==> config.mk <==
export PLATFORM = sky130hd
export DESIGN_NAME = uart_rx_fifo
export DESIGN_NICKNAME = d
export VERILOG_FILES = /design/src/rtl/uart_rx_fifo_pkg.sv /design/src/rtl/sync_fifo.sv /design/src/rtl/uart_rx_fifo.sv
export SDC_FILE = /design/constraint.sdc
export NUM_CORES = 1
export LEC_CHECK = 0
export ABC_AREA = 1
export CAP_MARGIN = 5
export CELL_PAD_IN_SITES_DETAIL_PLACEMENT = 1
export CELL_PAD_IN_SITES_GLOBAL_PLACEMENT = 1
export CORE_MARGIN = 2
export CORE_UTILIZATION = 47
export DETAILED_ROUTE_END_ITERATION = 8
export PLACE_DENSITY = 0.83
export SYNTH_ARGS = -nofsm -noshare
export SYNTH_HDL_FRONTEND = slang
export SYNTH_SLANG_ARGS = --single-unit
==> constraint.sdc <==
create_clock -name sysclk -period 4.5 [get_ports sysclk]
set_input_delay 0.9 -clock sysclk [delete_from_list [all_inputs] [get_ports sysclk]]
set_output_delay 0.9 -clock sysclk [all_outputs]
set_load 0.005 [all_outputs]
==> src/rtl/uart_rx_fifo_pkg.sv <==
// Shared constants and FSM state encoding for the UART receiver.
// Imported by the receiver top and its output buffer.
package uart_rx_fifo_pkg;

  localparam int PAR_NONE = 0;
  localparam int PAR_EVEN = 1;
  localparam int PAR_ODD  = 2;

  typedef enum logic [2:0] {
    IDLE,
    START,
    DATA,
    PAR,
    STOP,
    WAIT_HIGH
  } rx_state_e;

endpackage

==> src/rtl/sync_fifo.sv <==
// First-word-fall-through synchronous FIFO with occupancy count.
// A write into a full FIFO is accepted only when a read frees a slot.
module sync_fifo
  import uart_rx_fifo_pkg::*;
#(
  parameter int WIDTH = 8,
  parameter int DEPTH = 16
) (
  input  logic                     i_clk,
  input  logic                     i_rst,
  input  logic                     i_push,
  input  logic [WIDTH-1:0]         i_data,
  input  logic                     i_pop,
  output logic [WIDTH-1:0]         o_data,
  output logic                     o_valid,
  output logic                     o_overflow,
  output logic [$clog2(DEPTH):0]   o_count
);

  localparam int AW = $clog2(DEPTH);
  localparam logic [AW:0] FULL = DEPTH[AW:0];

  logic [WIDTH-1:0] r_mem [DEPTH];
  logic [AW-1:0]    r_wr;
  logic [AW-1:0]    r_rd;
  logic [AW:0]      r_count;
  logic             r_ovf;

  logic w_pop;
  logic w_wr;

  assign w_pop = i_pop && (r_count != '0);
  assign w_wr  = i_push && ((r_count != FULL) || w_pop);

  always_ff @(posedge i_clk) begin
    if (w_wr) r_mem[r_wr] <= i_data;
  end

  always_ff @(posedge i_clk) begin
    if (i_rst) begin
      r_wr    <= '0;
      r_rd    <= '0;
      r_count <= '0;
      r_ovf   <= 1'b0;
    end else begin
      r_ovf <= i_push && !w_wr;
      if (w_wr)  r_wr <= r_wr + 1'b1;
      if (w_pop) r_rd <= r_rd + 1'b1;
      unique case ({w_wr, w_pop})
        2'b10:   r_count <= r_count + 1'b1;
        2'b01:   r_count <= r_count - 1'b1;
        default: r_count <= r_count;
      endcase
    end
  end

  // Head is forced to zero when empty so reset shows m_data = 0
  assign o_valid    = (r_count != '0);
  assign o_data     = o_valid ? r_mem[r_rd] : '0;
  assign o_overflow = r_ovf;
  assign o_count    = r_count;

endmodule

==> src/rtl/uart_rx_fifo.sv <==
// UART receiver: synchroniser, mid-bit sampling FSM and shifter,
// feeding received words into a FWFT output buffer.
module uart_rx_fifo
  import uart_rx_fifo_pkg::*;
#(
  parameter int CLKS_PER_BIT = 1250,
  parameter int DATA_BITS    = 8,
  parameter int PARITY       = 0,
  parameter int STOP_BITS    = 1,
  parameter int FIFO_DEPTH   = 16
) (
  input  logic                          sysclk,
  input  logic                          reset,
  input  logic                          uart_txd_in,
  output logic [DATA_BITS-1:0]          m_data,
  output logic                          m_valid,
  input  logic                          m_ready,
  output logic                          frame_err,
  output logic                          parity_err,
  output logic                          overrun,
  output logic [$clog2(FIFO_DEPTH):0]   fifo_count,
  output logic                          rx_busy
);

  localparam int CW = $clog2(CLKS_PER_BIT) + 1;
  localparam logic [CW-1:0] BIT_RELOAD  = CW'(CLKS_PER_BIT - 1);
  localparam logic [CW-1:0] HALF_RELOAD = CW'(CLKS_PER_BIT / 2 - 1);
  localparam logic [3:0]    LAST_BIT    = 4'(DATA_BITS - 1);
  localparam logic          LAST_STOP   = 1'(STOP_BITS - 1);
  localparam logic          ODD_SENSE   = (PARITY == PAR_ODD);

  rx_state_e            r_state;
  logic                 r_sync1;
  logic                 r_sync2;
  logic                 r_prev;
  logic [CW-1:0]        r_cnt;
  logic [3:0]           r_bit;
  logic [DATA_BITS-1:0] r_shift;
  logic                 r_par;
  logic                 r_par_err;
  logic                 r_stop_idx;
  logic                 r_frame_err;
  logic                 r_parity_err;

  logic w_tick;
  logic w_fall;
  logic w_push;

  assign w_tick = (r_cnt == '0);
  assign w_fall = r_prev && !r_sync2;
  assign w_push = (r_state == STOP) && w_tick && r_sync2
               && (r_stop_idx == LAST_STOP) && !r_par_err;

  always_ff @(posedge sysclk) begin
    if (reset) begin
      r_state      <= IDLE;
      r_sync1      <= 1'b1;
      r_sync2      <= 1'b1;
      r_prev       <= 1'b1;
      r_cnt        <= '0;
      r_bit        <= '0;
      r_shift      <= '0;
      r_par        <= 1'b0;
      r_par_err    <= 1'b0;
      r_stop_idx   <= 1'b0;
      r_frame_err  <= 1'b0;
      r_parity_err <= 1'b0;
    end else begin
      r_sync1      <= uart_txd_in;
      r_sync2      <= r_sync1;
      r_prev       <= r_sync2;
      r_frame_err  <= 1'b0;
      r_parity_err <= 1'b0;
      if (r_state != IDLE && r_state != WAIT_HIGH)
        r_cnt <= w_tick ? BIT_RELOAD : r_cnt - 1'b1;
      unique case (r_state)
        IDLE: begin
          if (w_fall) begin
            r_state <= START;
            r_cnt   <= HALF_RELOAD;
          end
        end
        START: begin
          if (w_tick) begin
            if (r_sync2) begin
              r_state <= IDLE;
            end else begin
              r_state   <= DATA;
              r_bit     <= '0;
              r_par     <= 1'b0;
              r_par_err <= 1'b0;
            end
          end
        end
        DATA: begin
          if (w_tick) begin
            r_shift <= {r_sync2, r_shift[DATA_BITS-1:1]};
            r_par   <= r_par ^ r_sync2;
            r_bit   <= r_bit + 1'b1;
            if (r_bit == LAST_BIT) begin
              r_state    <= (PARITY != PAR_NONE) ? PAR : STOP;
              r_stop_idx <= 1'b0;
            end
          end
        end
        PAR: begin
          if (w_tick) begin
            r_par_err <= r_sync2 != (r_par ^ ODD_SENSE);
            r_state   <= STOP;
          end
        end
        STOP: begin
          if (w_tick) begin
            if (!r_sync2) begin
              r_frame_err <= 1'b1;
              r_state     <= WAIT_HIGH;
            end else if (r_stop_idx == LAST_STOP) begin
              r_parity_err <= r_par_err;
              r_state      <= IDLE;
            end else begin
              r_stop_idx <= 1'b1;
            end
          end
        end
        WAIT_HIGH: begin
          if (r_sync2) r_state <= IDLE;
        end
        default: r_state <= IDLE;
      endcase
    end
  end

  sync_fifo #(
    .WIDTH (DATA_BITS),
    .DEPTH (FIFO_DEPTH)
  ) u_fifo (
    .i_clk      (sysclk),
    .i_rst      (reset),
    .i_push     (w_push),
    .i_data     (r_shift),
    .i_pop      (m_ready),
    .o_data     (m_data),
    .o_valid    (m_valid),
    .o_overflow (overrun),
    .o_count    (fifo_count)
  );

  assign frame_err  = r_frame_err;
  assign parity_err = r_parity_err;
  assign rx_busy    = (r_state != IDLE);

endmodule

==> results.json, run 1 <==
{
  "place_area_um2": 8020,
  "dp_hpwl_um": 12900,
  "endpoint_kind": "output port",
  "maxCapViolCount": 0,
  "synth_top_cells_by_area": "edfxtp_1 50%, dfxtp_1 14%, nor2_1 5.9%",
  "power.share.sequential_pct": 38.1,
  "postCtsResizedCells": 0,
  "violation_count_after_the_first_detailed_route_iteration": 369,
  "fin_nets": 741,
  "hold_path_class": "flop to flop",
  "syn-cell-area_um2": 7610,
  "worst-r2r-setup-slack_ns": 1.65,
  "cts.sinks": 180,
  "max_freq_mhz": 247,
  "nFillCells": 1701,
  "tns_ns": 0,
  "final_period_demand_of_the_worst_path_ns": 4.05,
  "post_cts_buffers": 0,
  "post-synth-top-area-fraction_pct": 50.5,
  "cp.required_ns": 3.60,
  "yosysWarningCount": 0,
  "timing.final.setup_violations": 0,
  "buffer_ports.inserted": 21,
  "rr_endpoint": "u_fifo.r_mem[0][1]$_DFFE_PP_",
  "ioPinCount": 22,
  "crit_path_start_kind": "flop",
  "drc": 0,
  "synth.avg_cell_area_um2": 10.7,
  "total_leakage_power_nw": 3.08,
  "maximum_number_of_pins_on_one_net_before_global_route_repair": 65,
  "timing.hold.ws_ns": 0.410,
  "die-width_um": 131,
  "final_common_cell": "edfxtp_1",
  "layout-drive-gt1-share_pct": 11.2,
  "die_height_um": 131,
  "r2r_worst_path_depth": 8,
  "power_per_cell_area_nw_per_um2": 644,
  "worst_slew_pin_slew_ns": 0.965,
  "worst-path-max-fanout": 37,
  "mappedNetlistNets": 724,
  "yosys_register_bits": 180,
  "cts.htree.levels": 4,
  "utilization_pct": 54.3,
  "clk_root_buffer_cell": "clkbuf_16",
  "n_antenna_cell": 0,
  "postRouteWirelength_um": 19000,
  "instances_no_fill": 956,
  "number_of_cells_in_the_design_after_placement": 924,
  "ant_nets": 0,
  "regToRegStartpoint": "r_cnt[0]$_SDFF_PP0_",
  "status": "finished, final reports clean",
  "synth-seq-area-share_pct": 64.2,
  "max-clock-path-buffers": 2,
  "tritoncts.num_buffers": 17,
  "post_cts_hold_buffer_count": 0,
  "viasPerCell": 5.65,
  "drt_first_pass_iters": 4,
  "die-area_um2": 17200,
  "wl_per_cell_um": 19.9,
  "critPathArrivalTime_ns": 3.15,
  "timing.final.hold_violations": 0,
  "area_delta_synth_final_pct": 13.3,
  "layout_common_cells": "128 x edfxtp_1, 119 x nor2_1, 89 x o21ai_0, 58 x nand2_1, 51 x dfxtp_1",
  "slew-limit-headroom_pct": 35.3,
  "setup_repair_after_global_routing_missed_its_margin": "no",
  "grt_residual_overflow": 0,
  "post_synth_num_cell_types": 41,
  "first_global_vias": 5987,
  "setup.worst_path.end": "m_data[1]",
  "clk_latency_ns": 0.44,
  "power.share.clock_pct": 26.9,
  "period_share_pct": 89.9,
  "routability_congestion_estimate": 0.870,
  "rows": 46,
  "timing_max_transition_violations_final": 0,
  "power.switching_w": 0.00208,
  "antenna_violations_before_repair": 0,
  "floorplan.initialDensity_pct": 47.9,
  "final.setup_skew_ns": 0.0118,
  "comb_power_share_pct": 35.0,
  "synthDominantAreaCellType": "edfxtp_1",
  "net_sw_share_pct": 37.5,
  "global_route.usage.total_pct": 23.1,
  "num_vias": 5397,
  "synth_cells": 710,
  "core-area_um2": 15900,
  "tritoncts": "yes",
  "global_route_wire_length_before_repair_um": 31000,
  "criticalPathCategory": "flop to output port",
  "internal_power_w": 0.00347,
  "cts.reportedPaths.clkPinSlew_ns": 0.07,
  "stdcell_area_um2": 8620,
  "vdd.ir_drop.worst_mv": 0.350
}
-- Yosys cell counts --
| cell | instances |
|---|---|
| edfxtp_1 | 128 |
| nor2_1 | 119 |
| o21ai_0 | 89 |
| nand2_1 | 58 |
| dfxtp_1 | 52 |
| inv_1 | 48 |
| a21oi_1 | 40 |
| nand3_1 | 29 |
| o221ai_1 | 24 |
| clkbuf_1 | 22 |
| ha_1 | 10 |
| o22ai_1 | 9 |
| nand3_2 | 8 |
| inv_2 | 7 |
| nand4_1 | 7 |
| nor2_2 | 7 |
| nor2_4 | 5 |
| o21ai_1 | 5 |
| nand2_2 | 4 |
| nand2_4 | 4 |
| nor3_1 | 4 |
| buf_1 | 3 |
| buf_2 | 3 |
| or2_2 | 3 |
| clkinv_1 | 2 |
| nand3_4 | 2 |
| nor4_1 | 2 |
| xnor2_1 | 2 |
| xor2_1 | 2 |
| a2111oi_0 | 1 |
| a211oi_1 | 1 |
| a21o_1 | 1 |
| a31o_2 | 1 |
| a31oi_1 | 1 |
| and3_1 | 1 |
| clkinv_2 | 1 |
| nand3b_1 | 1 |
| nand4_4 | 1 |
| nor3_2 | 1 |
| nor3b_1 | 1 |
| nor4_4 | 1 |
-- registers in the layout (all words and copies together) (netlist names), named ones only --
register / flops
u_fifo.r_rd: 4
r_cnt: 12
r_par: 1
u_fifo.o_overflow: 1
r_prev: 1
parity_err: 1
r_bit: 4
r_sync1: 1
r_shift: 8
u_fifo.r_mem: 128
u_fifo.o_count: 5
r_par_err: 1
r_sync2: 1
u_fifo.r_wr: 4
frame_err: 1
r_state: 3
-- critical path: stages, from the launching register on --
cell and delay [ns]:
dfxtp_2 0.33, clkinv_1 0.74, buf_4 0.54, o21ai_0 0.23
o221ai_1 0.17, nand3_1 0.16, a21oi_1 0.08, clkdlybuf4s50_1 0.46
-- through the flow --
step,total power [W],setup slack [ns]
6_report,0.00555,0.455
5_1_grt,0.00589,0.179
4_1_cts,0.00558,0.416
3_5_place_dp,0.00408,0.904
3_3_place_gp,0.00396,1.03
2_1_floorplan,0.00342,2.24
-- routing by layer --
metal / GRT usage (%) / vias to the layer above / part of all wire, %
met1: 27.0 / 2731 / 42
met4: 9.48 / 0 / 1.7
met3: 3.67 / 23 / 2.9
met2: 42.2 / 93 / 53
met5: 0 / - / 0
li1: - / 2550 / -
-- power by group through the flow --
stage          logic [W]  registers [W]  clock network [W]
6_report         0.00194        0.00211            0.00149
5_1_grt          0.00218        0.00213            0.00158
4_1_cts          0.00195        0.00211            0.00152
3_5_place_dp     0.00194        0.00215                  0
3_3_place_gp     0.00183        0.00213                  0
2_1_floorplan    0.00132        0.00209                  0
-- cell type report --
type / instances / area [µm²] / share of cell area, %
Tap cell: 216 / 270 / 3.13
Sequential cell: 180 / 4890 / 56.7
Inverter: 58 / 219 / 2.54
Clock inverter: 15 / 175 / 2.03
Timing Repair Buffer: 26 / 248 / 2.87
Clock buffer: 17 / 425 / 4.93
Multi-Input combinational cell: 444 / 2400 / 27.8
-- how the worst min path moves through the flow --
| stage | endpoint | cells past startpoint | start | slack (ns) |
|---|---|---|---|---|
| floorplan | r_sync2$_SDFF_PP1_ | 1 | r_sync1$_SDFF_PP1_ | 0.39 |
| global placement | r_sync2$_SDFF_PP1_ | 1 | r_sync1$_SDFF_PP1_ | 0.39 |
| detailed placement | r_sync2$_SDFF_PP1_ | 1 | r_sync1$_SDFF_PP1_ | 0.39 |
| CTS | r_sync2$_SDFF_PP1_ | 1 | r_sync1$_SDFF_PP1_ | 0.41 |
| global route | r_sync2$_SDFF_PP1_ | 1 | r_sync1$_SDFF_PP1_ | 0.44 |
| finish | r_sync2$_SDFF_PP1_ | 1 | r_sync1$_SDFF_PP1_ | 0.41 |
-- cell families after synthesis --
logic type	Yosys count	share of synthesized area, %
AO/OA/AOI/OAI	172	12.8
XOR/XNOR	4	0.460
adder cells (fa/ha/maj)	10	1.64
buffers and inverters	86	4.31
flip-flops	180	64.2
AND/OR/NAND/NOR	258	16.6
No activity file was read; power rests on OpenSTA's default activity.
==> run 2, diff against run 1 <==
--- a/config.mk
+++ b/config.mk
@@ -11,8 +11,10 @@
 export CELL_PAD_IN_SITES_GLOBAL_PLACEMENT = 1
 export CORE_MARGIN = 2
 export CORE_UTILIZATION = 47
+export CTS_CLUSTER_SIZE = 8
 export DETAILED_ROUTE_END_ITERATION = 8
 export PLACE_DENSITY = 0.83
+export RECOVER_POWER = 25
 export SYNTH_ARGS = -nofsm -noshare
 export SYNTH_HDL_FRONTEND = slang
 export SYNTH_SLANG_ARGS = --single-unit
==> results of run 2 <==
Same layout as run 1: the final DEF is identical, and so are final timing and power.
